### src/rtl/decoder8_rr_arbiter.sv
// decoder8_rr_arbiter: 8-way round-robin arbiter with registered binary index and one-hot grant.
// Define ARB_HOLD_TIMEOUT_EN to build the HOLD_MAX hold counter and the timeout release.
module decoder8_rr_arbiter #(
  parameter int unsigned HOLD_MAX = 15
) (
  input  logic       clk,
  input  logic       rst,
  input  logic       en,
  input  logic [7:0] req,
  input  logic       done,
  output logic       gnt_valid,
  output logic [2:0] gnt_idx,
  output logic [7:0] Y,
  output logic       timeout
);

  typedef enum logic {IDLE = 1'b0, GRANT = 1'b1} state_t;

  state_t     state_q;
  logic [2:0] ptr_q;
  logic [2:0] idx_q;
  logic       valid_q;
  logic [7:0] y_q;
  logic       timeout_q;

  logic [7:0] rot_req;
  logic [2:0] off_d;
  logic [2:0] pick_d;
  logic       hold_hit;
  logic       other_rel;
  logic       release_d;

  // Rotate so bit 0 is the pointer position; lowest set bit is the winner.
  always_comb begin
    rot_req = 8'({req, req} >> ptr_q);
    off_d   = 3'd0;
    for (int k = 7; k >= 0; k--) begin
      if (rot_req[k]) off_d = 3'(k);
    end
  end

  assign pick_d    = ptr_q + off_d;
  assign other_rel = done | ~req[idx_q] | ~en;
  assign release_d = other_rel | hold_hit;

`ifdef ARB_HOLD_TIMEOUT_EN
  logic [7:0] hold_q;
  logic [7:0] hold_inc;

  assign hold_inc = (hold_q == 8'(HOLD_MAX)) ? hold_q : hold_q + 8'd1;
  assign hold_hit = (hold_inc == 8'(HOLD_MAX));

  always_ff @(posedge clk) begin
    if (rst) begin
      hold_q <= 8'd0;
    end else if (state_q == IDLE) begin
      hold_q <= 8'd0;
    end else begin
      hold_q <= hold_inc;
    end
  end
`else
  assign hold_hit = 1'b0;
`endif

  always_ff @(posedge clk) begin
    if (rst) begin
      state_q   <= IDLE;
      ptr_q     <= 3'd0;
      idx_q     <= 3'd0;
      valid_q   <= 1'b0;
      y_q       <= 8'd0;
      timeout_q <= 1'b0;
    end else begin
      timeout_q <= 1'b0;
      case (state_q)
        IDLE: begin
          if (en && (req != 8'd0)) begin
            state_q <= GRANT;
            valid_q <= 1'b1;
            idx_q   <= pick_d;
            y_q     <= 8'd1 << pick_d;
          end
        end
        GRANT: begin
          if (release_d) begin
            state_q   <= IDLE;
            valid_q   <= 1'b0;
            idx_q     <= 3'd0;
            y_q       <= 8'd0;
            ptr_q     <= idx_q + 3'd1;
            timeout_q <= hold_hit & ~other_rel;
          end
        end
        default: state_q <= IDLE;
      endcase
    end
  end

  assign gnt_valid = valid_q;
  assign gnt_idx   = idx_q;
  assign Y         = y_q;
  assign timeout   = timeout_q;

endmodule

### config.mk
export PLATFORM = sky130hd
export DESIGN_NAME = decoder8_rr_arbiter
export DESIGN_NICKNAME = d
export VERILOG_FILES = /design/src/rtl/decoder8_rr_arbiter.sv
export SDC_FILE = /design/constraint.sdc
export NUM_CORES = 1
export LEC_CHECK = 0
export BUFFER_PORTS_ARGS = -buffer_cell sky130_fd_sc_hd__buf_2
export CAP_MARGIN = 20
export CORE_MARGIN = 5
export CORE_UTILIZATION = 55
export DETAILED_ROUTE_END_ITERATION = 10
export GPL_TIMING_DRIVEN = 0
export HOLD_SLACK_MARGIN = 0.03
export PLACE_DENSITY = 0.81
export SYNTH_ARGS = -nofsm -noshare
export SYNTH_HDL_FRONTEND = slang
export SYNTH_SLANG_ARGS = --single-unit
### constraint.sdc
create_clock -name clk -period 3.5 [get_ports clk]
set_input_delay 0.35 -clock clk [delete_from_list [all_inputs] [get_ports clk]]
set_output_delay 0.35 -clock clk [all_outputs]
set_load 0.01 [all_outputs]
======== Word level (Yosys, flattened, before mapping) ========
Index checks and enable logic that the tools add are counted.
word-level totals
  register bits after elaboration ......... 16
  word-level logic and storage cells ...... 43
cells by class
  muxes and demuxes ....................... 22
  $add $sub $neg .......................... 2
  equal/unequal tests ..................... 2
  bitwise logic cells ..................... 5
  shifts and indexed selects .............. 2
  magnitude comparators ................... 1
  reductions and logical operators ........ 4
operators with widths
  operator                                                               count
  3-bit 2-to-1 mux                                                       10
  8-bit 2-to-1 mux                                                       2
  8-bit case mux with 2 select lines                                     1
  16-bit by 3-bit right shift with 8-bit output                          1
  8-bit nonzero test                                                     1
  1-bit by 3-bit left shift with 8-bit output (first input constant)     1
  3-bit case mux with 2 select lines                                     1
  1-bit 2-to-1 mux                                                       5
  3-bit by 4-bit < comparator with 1-bit output (second input constant)  1
  1-bit case mux with 2 select lines                                     2
  2-bit AND reduction                                                    2
  3-bit by 1-bit adder with 3-bit output (second input constant)         1
  3-bit adder                                                            1
  1-bit binary-select mux with 3-bit select                              1
  1-bit NOT                                                              3
  2-bit by 1-bit != test with 1-bit output (second input constant)       1
  2-bit != test (second input constant)                                  1
  1-bit bitwise OR                                                       2
  1-bit logical AND                                                      1

======== Depth between registers and ports, before layout ========
  word-level depth ........................ 13
  depth in mapped cells ................... 15
  depth with buffers taken out ............ 13

======== Worst setup path before layout ========
OpenSTA, ideal clock, no wires.
  path type ............................... reg-to-reg
  start point ............................. register ptr_q[0]
  end point ............................... register y_q[0] (netlist: Y[0])
  slack ................................... 0.480 ns
  setup time .............................. 0.062 ns
  path buffers ............................ 2
  arrival ................................. 2.958 ns
  cell stages (with the launch flop) ...... 16
  path through ............................ dfxtp_1 buf_2 buf_4 or3b_1 o211ai_1 o21ai_1 a2bb2oi_1 o31ai_1 a32o_1 ha_1 inv_1 fa_1 inv_1 nor4_1 o21ai_0 nand3_1
between the ends
  word-level cells in the longest chain between the ends .. 13
RTL lines
  element                                          RTL line  source
  start: declaration                               20        logic [2:0] ptr_q;
  start signal: assignment                         91        ptr_q <= idx_q + 3'd1;
  16-bit by 3-bit right shift with 8-bit output    35        rot_req = 8'({req, req} >> ptr_q);
  3-bit 2-to-1 mux (8 in a row)                    38        if (rot_req[k]) off_d = 3'(k);
  3-bit adder (*)                                  42        assign pick_d = ptr_q + off_d;
  1-bit by 3-bit left shift with 8-bit output (*)  82        y_q <= 8'd1 << pick_d;
  8-bit 2-to-1 mux (*)                             78        if (en && (req != 8'd0)) begin
  8-bit case mux with 2 select lines (*)           76        case (state_q)
  end signal: assignment                           82
  end: declaration                                 23        logic [7:0] y_q;
Every way passes the cells marked *; elsewhere a longest branch is shown, timed or not. The select of a mux whose other input is x is not followed.
A chain may end at the register's enable or synchronous reset.

======== Worst setup path in the final report ========
Ends and elaborated chain as after synthesis.

==> results.md <==
- GR Util All Layers: 20.2%
- HPWL Detailed: 3010 um
- Static leakage: 0.778 nW
- Cell at the slowest stage of the critical path: fa_2
- Most area-hungry cell type in the Yosys netlist: dfxtp_1
- Total negative setup slack: 0 ns
- Post CTS Setup Buffer Count: 0
- Synth cell types: 65
- Die ar.: 0.00410 sq mm
- Standard cell core area: 0.00278 sq mm
- Data arrival, critical path: 3.59 ns
- First-pass DRT Iterations: 5
- Hold slack final: 0.267 ns
- Starting density of the core: around 58%
- Diodes inserted: 0
- Number of maximum-capacitance constraint violations: 0
- Maximum fanout count along the critical path: 10
- Wire length of the first global-routing pass: between 6000 and 7000 um
- Achievable frequency: roughly 0.30 GHz
- PnR Total Power: about 0.54 mW
- Pin count of the biggest net entering global routing: 11
- Die X: 64.0 um
- DRT Wirelength: about 4200 um
- Top cells by area, synth: dfxtp_1, nand2_1, nand3_1
- Critical Path Source Type: flop
- Launching point of the worst reg2reg path: ptr_q[0]
- Placed insts: around 260
- Primary FF master, synth: dfxtp_1
- FF+latch count, synth: 16
- Final Critical Period: 3.35 ns
- Remaining number of nets flagged by the antenna check after routing: 0
- Clock skew: 0.00180 ns
- Max-slew headroom: 66.0%
- DR WL/cell: 16.0 um
- Endpoint required time on the critical path: around 3.7 ns
- Worst path setup slack after routing: 0.150 ns
- Mean cell area of the mapped netlist: 7.86 sq um
- Ys Warns: 0
- Crit Path Class: reg -> reg
- Capturing point of the worst reg2reg path: Y[0]
- Critical Path Most Common Cell: inv_1
- CTS sink cnt: 16
- Most used cells in the layout excluding fill and tap cells: nand2_1, buf_2, nand3_1
- Placer Congestion: 0.891
- Most common library cell in the layout ignoring fill and taps: nand2_1
- Endpoint class of the critical path: flop
- Run status: completed
- Top-area cell type share of the netlist area: 20.0%
- Launch instance of the worst min-delay path: rst
- Worst slack at placement: -0.000871 ns
- CTS tree: done
- Gate count of the mapped netlist: between 200 and 250
- Final-stage net count: 244
- Clock latency on the worst-skew pair: 0.29 ns
- Final Cycle Share: 95.7%
- Share of the core filled with cells: 67.6%
- Number of synthesized flops with an enable pin: 0
- DR vias: 1,670
- Worst-case clock buffer depth: 2
- CTS H-tree depth: 1
- Post-synthesis instance area: 0.00160 sq mm
- Vertical die dimension: 64.0 um
- Total grt overflow: 0
- Initial antenna violation count: 0
- Power density over cell area: 289 mW/mm^2
- Share of synthesized area occupied by flip-flops and latches: 20.0%
- Number of top-level pins: 25
- Dpl cell area: 0.00174 sq mm
- Register-to-register path setup slack: 0.15 ns
- Async SR Flop Fraction: 0%
- Vias in the first global route: between 1,000 and 1,500
- Cell-by-cell trace of the critical path: buf_2 -> buf_4 -> or3b_1 -> o211ai_1 -> o21ai_1 -> a2bb2oi_2 -> o31ai_1 -> a32o_2 -> ha_1 -> inv_1 -> fa_2 -> inv_1 -> nor4_2 -> o21ai_0 -> nand3_1
- Measured slew at the worst slew-check pin: 0.510 ns
- Critical Path Max Stage Delay: 0.59 ns
- Fin area: roughly 0.0019 sq mm
- Post-route insts no fill: approximately 260
- Worst hold path cell count: 2
- Depth of the worst register-to-register path: 15
- Class of the tightest hold or removal check: in -> reg
- Total nets after synthesis: 219
- Std-Cell Rows: 19
- CTS buffer count: 3
- Signed area change from the synthesized netlist to the final layout: 17.2%
- VDD IR max: 346 uV
- Ratio of cells with drive above 1 in the final layout: a little under a third
- CTS root buf: clkbuf_4
- Port bufs: 20
- Clock-pin slew on the worst setup and hold paths: approximately 0.10 ns
- Count of unresolved DRC violations after routing: 0
- Final Hold Vio Count: 0
- DR vias/cell: 6.45
- End point of the most critical hold path: gnt_valid
- Violation count after the first detailed-routing iteration: 136
- Final slew viol count: 0
- Final setup violation count: 0
## worst max-delay path by stage
stage                     startpoint  endpoint  slack (ns)  depth (start not counted)
after global routing        ptr_q[0]      Y[6]       -0.04                         14
after global placement        req[3]      Y[2]      0.0005                         13
after detailed placement      req[3]      Y[6]     -0.0009                         13
after floorplan             ptr_q[0]      Y[0]        0.48                         15
final                       ptr_q[0]      Y[0]        0.15                         15
after CTS                   ptr_q[0]      Y[6]       0.005                         14
## per-layer routing
layer  wire length, um  vias to the layer above  track usage [%]
li1                  -                      813                -
met1              1860                      799             26.4
met2              2070                       53             35.1
met3               185                        5             2.63
met4                36                        0             4.94
met5                 0                        -                0
## sequential cells by signal, indices dropped and copies added (netlist names)
name / flops
gnt_valid: 1
ptr_q: 3
gnt_idx: 3
Y: 8
state_q: 1
## cell families after synthesis
| logic type | share of synthesized area [%] |
|---|---|
| other | 0.234 |
| AND/OR/NAND/NOR | 32.9 |
| flip-flops | 20.0 |
| multiplexers | 7.80 |
| adder cells (fa/ha/maj) | 2.81 |
| AO/OA/AOI/OAI | 26.5 |
| XOR/XNOR | 1.64 |
| buffers and inverters | 8.11 |
## power breakdown
| part | internal (mW) | switching (mW) | total (mW) |
|---|---|---|---|
| clock network | 0.0634 | 0.0630 | 0.126 |
| registers | 0.193 | 0.00925 | 0.202 |
| logic | 0.0899 | 0.125 | 0.215 |
## layout make-up
type | count | area [sq um]
Inverter | 6 | 22.5
Clock buffer | 4 | 36.3
Buffer | 14 | 108
Tap cell | 31 | 38.8
Sequential cell | 16 | 320
Multi-Input combinational cell | 168 | 1250
Fill cell | 245 | 901
Timing Repair Buffer | 20 | 100
## synth_stat cells, drive strengths merged (2+ instances only)
cell / number
ha: 2
a2111oi: 2
a21o: 4
dfxtp: 16
o211ai: 2
buf: 14
a22oi: 2
nor4b: 2
nand3b: 2
nand4: 2
nand2b: 4
o31ai: 4
and3: 4
a32o: 3
a31oi: 4
xnor2: 2
inv: 5
mux4: 2
nor2: 12
a21oi: 6
o21ai: 12
mux2i: 8
nand3: 23
nor4: 4
nor3: 5
nor2b: 3
nand2: 31
## critical path: cells and delay by family (launching register included)
kind	cells	cell delay, ns
AOI/OAI and AO/OA	6	0.96
adders and majority gates	2	0.72
buffers and inverters	4	0.50
DFF	1	0.34
and+or+nand+nor	3	0.78
## what timing repair did
item                                    CTS  global route
endpoints found under the setup margin    1             9
resized for setup                         1            18
hold buffers                              0             0
endpoints found under the hold margin     0             0
pin swaps                                 0             2
Power figures use the tool's default switching activity.
